$ cat config.mk
export PLATFORM = sky130hd
export DESIGN_NAME = uart_tx_scheduler
export DESIGN_NICKNAME = d
export VERILOG_FILES = /design/src/rtl/uart_tx_scheduler_pkg.sv /design/src/rtl/rr_priority_pick.sv /design/src/rtl/uart_tx_scheduler.sv
export SDC_FILE = /design/constraint.sdc
export NUM_CORES = 1
export LEC_CHECK = 0
export CORE_MARGIN = 5
export CORE_UTILIZATION = 50
export DETAILED_ROUTE_END_ITERATION = 6
export GPL_ROUTABILITY_DRIVEN = 1
export PLACE_DENSITY = 0.78
export SYNTH_ARGS = -nofsm -noshare
export SYNTH_HDL_FRONTEND = slang
export SYNTH_SLANG_ARGS = --single-unit
export TNS_END_PERCENT = 30
$ cat constraint.sdc
create_clock -name clk -period 4.4 [get_ports clk]
set_input_delay 0.66 -clock clk [delete_from_list [all_inputs] [get_ports clk]]
set_output_delay 0.66 -clock clk [all_outputs]
set_load 0.1 [all_outputs]
$ cat src/rtl/uart_tx_scheduler_pkg.sv
// Shared types and limits for the UART transmit scheduler.
// States of the transfer FSM and the supported requester count.
package uart_tx_scheduler_pkg;

   localparam int SCHED_NUM_REQ_MAX = 8;

   typedef enum logic [2:0] {
      S_IDLE,
      S_GRANT,
      S_START,
      S_WAIT,
      S_DONE
   } type_sched_state_e;

endpackage

$ cat src/rtl/rr_priority_pick.sv
// Combinational round-robin pick: first set req bit at or above ptr, wrapping.
// Zero latency; no flow control, valid is low when req is all zero.
module rr_priority_pick #(
   parameter int NUM_REQ = 2,
   parameter int IDX_W   = $clog2(NUM_REQ)
) (
   input  logic [NUM_REQ-1:0] req,
   input  logic [IDX_W-1:0]   ptr,
   output logic               valid,
   output logic [IDX_W-1:0]   idx
);

   int pos;

   // Scan offsets from the far end down so the smallest offset from ptr is the last write.
   always_comb begin
      valid = 1'b0;
      idx   = '0;
      pos   = 0;
      for (int k = NUM_REQ - 1; k >= 0; k--) begin
         pos = int'(ptr) + k;
         if (pos >= NUM_REQ) pos = pos - NUM_REQ;
         if (req[pos]) begin
            valid = 1'b1;
            idx   = IDX_W'(pos);
         end
      end
   end

endmodule

$ cat src/rtl/uart_tx_scheduler.sv
// Round-robin owner of the single UART transmitter: grant, load byte, start, wait, ack.
// req->gnt 1 cycle, gnt->tx_start 1 cycle, tx_complete->done 1 cycle; req held until gnt.
module uart_tx_scheduler
   import uart_tx_scheduler_pkg::*;
#(
   parameter int NUM_REQ   = 2,
   parameter int DATA_W    = 8,
   parameter int TIMEOUT_W = 16
) (
   input  logic                        clk,
   input  logic                        rst,
   input  logic [NUM_REQ-1:0]          req,
   input  logic [NUM_REQ*DATA_W-1:0]   req_data,
   output logic [NUM_REQ-1:0]          gnt,
   output logic [NUM_REQ-1:0]          done,
   output logic                        uart_wr_data,
   output logic [DATA_W-1:0]           uart_wdata,
   output logic                        tx_start,
   input  logic                        tx_complete,
   output logic                        busy,
   output logic [$clog2(NUM_REQ)-1:0]  owner,
   output logic                        timeout_err,
   input  logic                        err_clr
);

   localparam int IDX_W = $clog2(NUM_REQ);
   localparam logic [TIMEOUT_W-1:0] WD_MAX = '1;

   type_sched_state_e   state, state_nxt;
   logic [IDX_W-1:0]    rr_ptr, rr_ptr_nxt;
   logic [IDX_W-1:0]    owner_nxt;
   logic [IDX_W-1:0]    pick_idx;
   logic                pick_vld;
   logic [TIMEOUT_W-1:0] wd, wd_nxt;
   logic [NUM_REQ-1:0]  gnt_nxt, done_nxt;
   logic                wr_nxt, start_nxt, busy_nxt, err_nxt;
   logic [DATA_W-1:0]   wdata_nxt;

   function automatic logic [IDX_W-1:0] ptr_after(input logic [IDX_W-1:0] cur);
      if (cur == IDX_W'(NUM_REQ - 1)) return '0;
      return cur + IDX_W'(1);
   endfunction

   rr_priority_pick #(
      .NUM_REQ (NUM_REQ),
      .IDX_W   (IDX_W)
   ) u_pick (
      .req   (req),
      .ptr   (rr_ptr),
      .valid (pick_vld),
      .idx   (pick_idx)
   );

   always_ff @(posedge clk) begin
      if (rst) begin
         state        <= S_IDLE;
         rr_ptr       <= '0;
         owner        <= '0;
         wd           <= '0;
         gnt          <= '0;
         done         <= '0;
         uart_wr_data <= 1'b0;
         uart_wdata   <= '0;
         tx_start     <= 1'b0;
         busy         <= 1'b0;
         timeout_err  <= 1'b0;
      end else begin
         state        <= state_nxt;
         rr_ptr       <= rr_ptr_nxt;
         owner        <= owner_nxt;
         wd           <= wd_nxt;
         gnt          <= gnt_nxt;
         done         <= done_nxt;
         uart_wr_data <= wr_nxt;
         uart_wdata   <= wdata_nxt;
         tx_start     <= start_nxt;
         busy         <= busy_nxt;
         timeout_err  <= err_nxt;
      end
   end

   // Outputs are decoded from the next state so each pulse lines up with its state.
   always_comb begin
      state_nxt  = state;
      rr_ptr_nxt = rr_ptr;
      owner_nxt  = owner;
      wd_nxt     = wd;
      gnt_nxt    = '0;
      done_nxt   = '0;
      wr_nxt     = 1'b0;
      start_nxt  = 1'b0;
      wdata_nxt  = uart_wdata;
      err_nxt    = err_clr ? 1'b0 : timeout_err;

      case (state)
         S_IDLE: begin
            if (pick_vld) begin
               state_nxt          = S_GRANT;
               owner_nxt          = pick_idx;
               gnt_nxt[pick_idx]  = 1'b1;
               wr_nxt             = 1'b1;
               wdata_nxt          = req_data[pick_idx*DATA_W +: DATA_W];
            end
         end
         S_GRANT: begin
            state_nxt = S_START;
            start_nxt = 1'b1;
         end
         S_START: begin
            state_nxt = S_WAIT;
            wd_nxt    = '0;
         end
         S_WAIT: begin
            if (wd != WD_MAX) wd_nxt = wd + TIMEOUT_W'(1);
            // A completion on the saturating cycle still counts as success.
            if (tx_complete) begin
               state_nxt       = S_DONE;
               done_nxt[owner] = 1'b1;
            end else if (wd_nxt == WD_MAX) begin
               state_nxt  = S_IDLE;
               err_nxt    = 1'b1;
               rr_ptr_nxt = ptr_after(owner);
            end
         end
         S_DONE: begin
            state_nxt  = S_IDLE;
            rr_ptr_nxt = ptr_after(owner);
         end
         default: state_nxt = S_IDLE;
      endcase

      busy_nxt = (state_nxt != S_IDLE);
   end

endmodule

---- Yosys cells after proc, flatten, opt, wreduce, memory -nomap -nowiden ----
Cells that the tools add are included.
storage, ports and cells
  logic and storage cells ................. 88
  register bits after elaboration ......... 37
operators by class
  magnitude comparators ................... 8
  mux-type cells .......................... 40
  reductions and logical operators ........ 11
  bitwise operators ....................... 4
  shifts and indexed selects .............. 1
  add/sub/neg operators ................... 5
  equal/unequal tests ..................... 8
operators with widths
  operator                 count
  $lt A32 B3 Y1 const B    2
  $mux W32                 2
  $ge A32 B3 Y1 const B    1
  $mux W16                 2
  $pmux W16 S2             1
  $sub A32 B3 Y32 const B  1
  $mux W1                  28
  $add A16 B1 Y16 const B  1
  $eq A16 B16 Y1 const B   1
  $ne A16 B16 Y1 const B   1
  $shiftx A16 B5 Y8        1
  $pmux W3 S4              1
  $mux W3                  3
  $eq A3 B2 Y1 const B     2
  $reduce_or A3 Y1         2
  $lt A1 B2 Y1 const B     2
  $ne A2 B2 Y1 const B     2
  $not A1 Y1               4
  $reduce_bool A2 Y1       2
  $eq A3 B1 Y1 const B     1
  $eq A3 B3 Y1 const B     1
  $logic_not A3 Y1         1
  $reduce_and A3 Y1        1
  $reduce_bool A3 Y1       1
  10 further kinds         13

---- Logic depth before layout (Yosys ltp) ----
  depth after elaboration ................. 12
  mapped depth ............................ 9
  depth with buffers taken out ............ 8

---- Cells and area by module ----
A second synthesis with hierarchy kept.
second synthesis, totals
  cell total of the unflattened synthesis .. 253
  area, all modules ....................... 2042.0 um^2
modules (own cells, without submodules)
  module             cells each  sequential area each (um^2)  area an instance (um^2)  instances
  uart_tx_scheduler  250         740.7                        2024.4                   1
  rr_priority_pick   3           0.0                          17.5                     1

---- Least setup slack after synthesis ----
OpenSTA, ideal clock, no wires.
  path kind ............................... flip-flop to flip-flop
  from .................................... register wd[0]
  to ...................................... register busy
  stages on the path, launching flop included .. 9
  path slack .............................. 2.326 ns
  required time ........................... 4.270 ns
  clock period less this slack ............ 2.074 ns
  buffers on the path ..................... 0
  library setup time ...................... 0.130 ns
  arrival ................................. 1.944 ns
  cells stage by stage .................... dfxtp_1 > ha_1 > nand3_2 > nor3_4 > nand4_2 > a211oi_2 > a31oi_1 > o21ai_1 > a22oi_1
on the way
  cells in the longest elaborated chain, start to end .. 8
  elaborated cells between the ends (all ways) .. 9
  classes of those cells .................. add/sub: 1; eq/ne: 2; mux: 5; reduce/logical: 1
ends and longest elaborated chain
  item                                               line                      source
  start, declared                                    uart_tx_scheduler.sv:34   logic [TIMEOUT_W-1:0] wd, wd_nxt;
  start signal, assigned                             uart_tx_scheduler.sv:71   wd <= wd_nxt;
  $add A16 B1 Y16 or $ne A16 B16 Y1 (tied branches)  uart_tx_scheduler.sv:114  if (wd != WD_MAX) wd_nxt = wd + TIMEOUT_W'(1);
  $mux W16 *                                         uart_tx_scheduler.sv:114
  $mux W16 *                                         uart_tx_scheduler.sv:95   case (state)
  $eq A16 B16 Y1 *                                   uart_tx_scheduler.sv:119  end else if (wd_nxt == WD_MAX) begin
  $mux W3 *                                          uart_tx_scheduler.sv:119
  $mux W3 *                                          uart_tx_scheduler.sv:116  if (tx_complete) begin
  $pmux W3 S4 *                                      uart_tx_scheduler.sv:95
  $reduce_bool A3 Y1 *                               uart_tx_scheduler.sv:132  busy_nxt = (state_nxt != S_IDLE);
  end signal, assigned                               uart_tx_scheduler.sv:77   busy <= busy_nxt;
  end, declared                                      uart_tx_scheduler.sv:20   output logic busy,
Mark *: on every way between the ends. The rest lies on a longest branch, timed or not. The select of a mux whose other input is x is not followed.
A chain may end at the register's enable or synchronous reset.

---- Final worst setup path ----
  from .................................... register owner
  to ...................................... output port owner
RTL lines
  item                    line                     source
  start, declared         uart_tx_scheduler.sv:21  output logic [$clog2(NUM_REQ)-1:0] owner,
  start signal, assigned  uart_tx_scheduler.sv:70  owner <= owner_nxt;
No word-level cell between the ends.

==> flow_summary.json <==
{
  "final_period_minus_worst_setup_slack_ps": 2580,
  "cts.hold.buffers_added": 0,
  "r2r-start": "wd[0]",
  "ir_drop_mv": 0.236,
  "routabilityCongestion": 0.951,
  "timing.fmax_mhz": 387,
  "cp.buffers_inverters": 1,
  "synth_top_area_share": 0.368,
  "ys_ff_latch": 37,
  "async_reset_ff_frac": 0,
  "setup_violations": 0,
  "synth.avg_cell_area_um2": 8.27,
  "track_usage": 0.212,
  "avgViaCountPerCell": 5.93,
  "nNetsFinal": 295,
  "r2r-end": "busy",
  "drive_gt1_frac": 0.0989,
  "area_growth_pct": 25.0,
  "ys_top_cells_by_area": "dfxtp_1 37%, a21oi_1 5.5%, nor2_1 5.4%",
  "die-height_um": 73.4,
  "crit_fanout": 5,
  "post_cts_resize_count": 0,
  "pwr-share-clk": 0.372,
  "power_density_mw_per_mm2": 376,
  "min_path_type": "reg -> reg",
  "critPathLaunchType": "register",
  "num_io_pins": 39,
  "path_delay_family": "buffers and inverters",
  "yosysSeqAreaShare": 0.368,
  "arrival_ps": 1920,
  "cp-end-kind": "output pin",
  "yosysWarningCount": 0,
  "preCtsSetupSlack_ps": 1730,
  "grt_pass1_vias": 1769,
  "finalHoldViolations": 0,
  "ys_dominant_reg_cell": "dfxtp_1",
  "hold_depth": 2,
  "initial_core_util": 0.510,
  "final.setup.tns_ps": 0,
  "pwr-share-comb": 0.238,
  "cp_slowest_stage_delay_ps": 1180,
  "worstPathCellList": "clkdlybuf4s50_1",
  "cap_viol_max_count": 0,
  "numCtsBuffers": 5,
  "yosys.area.top_type": "dfxtp_1",
  "synth_cell_type_count": 51,
  "synth-edff-count": 0,
  "tightest_slew_ps": 1080,
  "htree_levels": 2,
  "n_fill_cell": 347,
  "hpwlAfterDp_um": 3660,
  "antenna_found_initial": 0,
  "rsz0062_at_grt": "no",
  "hold_path_end": "timeout_err",
  "startpoint": "owner",
  "drc_errors": 0,
  "clkTransAtPathRegs_ps": 80,
  "critical_path_class": "reg -> out",
  "diodes": 0,
  "cts_tree": "done",
  "holdCritStartpoint": "timeout_err",
  "vias": 1914,
  "switchingPower_mw": 0.300,
  "cts_buffer_depth": 2,
  "first_pass_iters": 4,
  "r2r_setup_slack_ps": 1920,
  "die_area_mm2": 0.00539,
  "period_share": 0.587,
  "core_area_mm2": 0.00394,
  "overflow": 0,
  "switching_share": 0.317,
  "power_frac_seq": 0.391,
  "holdWs_ps": 482,
  "worstPathRequired_ps": 3740,
  "dr.first_iter.drc_count": 187,
  "worstRegToRegCells": 8,
  "utilization": 0.637,
  "slowest_stage": "clkdlybuf4s50_1",
  "root_buffer": "clkbuf_8",
  "cts_setup_buffers": 0,
  "timing_max_transition_violations_final": 0,
  "cts_sinks": 37,
  "syn_area_mm2": 0.00201,
  "clk_latency_ps": 290,
  "netlist_instances": 243,
  "die_x_um": 73.4,
  "port_buffers": 38,
  "grt_max_degree": 24,
  "finalPower_mw": 0.944,
  "fin_ws_ps": 1820,
  "wire_per_inst_um": 16.0,
  "status": "completed",
  "fin_skew_ps": 7.60,
  "p_leak_nw": 0.918,
  "postRouteAntennaNets": 0,
  "intPower_mw": 0.645,
  "wirelength_um": 5180,
  "timing.max_slew.rel_slack": 0.276,
  "grt_pass1_wl_um": 8910,
  "rows": 23,
  "synth_nets": 266
}
cell families (layout without fill, tap and decap cells):
group | Yosys count | count (layout) | synth area share
flops | 37 | 37 | 0.368
fa+ha+maj | 1 | 1 | 0.00622
buf+inv | 26 | 56 | 0.0616
compound gates | 64 | 64 | 0.217
simple gates | 106 | 106 | 0.302
mux | 9 | 9 | 0.0454
power by group through the flow:
stage                     sequential (mW)  clock [mW]  combinational (mW)
after floorplan                     0.470           0              0.0664
after global placement              0.376           0               0.222
after detailed placement            0.377           0               0.225
after CTS                           0.369       0.356               0.226
after global routing                0.372       0.372               0.237
final                               0.369       0.351               0.224
metal layers:
layer | vias up | wire length (um) | global-route usage
li1 | 949 | - | -
met1 | 899 | 2250 | 0.284
met2 | 57 | 2560 | 0.338
met3 | 9 | 300 | 0.0520
met4 | 0 | 70 | 0.0604
met5 | - | 0 | 0
per-stage QoR:
stage	area, um2	instances
6_report	2510	323
4_1_cts	2510	323
5_1_grt	2510	323
2_1_floorplan	2010	243
3_5_place_dp	2380	315
3_3_place_gp	2380	315
cell usage after synthesis (2+ instances only):
master     n
nor4_2     2
mux2i_1    8
o21ai_0    8
nand2_1   12
a21oi_1   22
and4_1     5
o21ai_1    2
nand4_2    3
nor2_1    29
nor3_1    14
inv_1      7
a211oi_1  11
nand3_1   10
dfxtp_1   37
a41oi_1    2
nand4_1    6
a31oi_1    4
buf_4      3
buf_6      2
nand2b_1   5
clkbuf_1  14
a21o_1     4
and2_1     5
cells in the final DEF (no fill, tap or decap), types with 3 or more instances in the layout:
master and count:
clkdlybuf4s50_1 38, dfxtp_1 37, nor2_1 29, a21oi_1 22, nor3_1 14, nand2_1 12, a211oi_1 11, nand3_1 10
mux2i_1 8, o21ai_0 7, inv_1 7, nand4_1 6, nand2b_1 5, and4_1 5, and2_1 5, clkbuf_8 5
a21o_1 4, a31oi_1 4, nand4_2 3, o21ai_1 3, buf_4 3
registers in the layout, summed over array words and instances (netlist names):
name,count
busy,1
state,3
uart_wr_data,1
gnt,2
done,2
wd,16
tx_start,1
timeout_err,1
uart_wdata,8
owner,1
rr_ptr,1
worst max-delay path by stage:
stage	slack, ps	cells after the start	end
2_1_floorplan	2330	8	busy
3_3_place_gp	1850	5	uart_wdata[7]
3_5_place_dp	1730	5	uart_wdata[2]
4_1_cts	1800	1	owner
5_1_grt	1700	8	busy
6_report	1820	1	owner
layout make-up:
class,count,area [um2],area share
timing repair buffer,41,403,0.160
tap,50,62.6,0.0249
clock inverter,3,65.1,0.0259
multi-input combinational,180,1150,0.456
inverter,7,26.3,0.0105
clock buffer,5,68.8,0.0274
sequential,37,741,0.295
(Power assumes the default switching activity.)
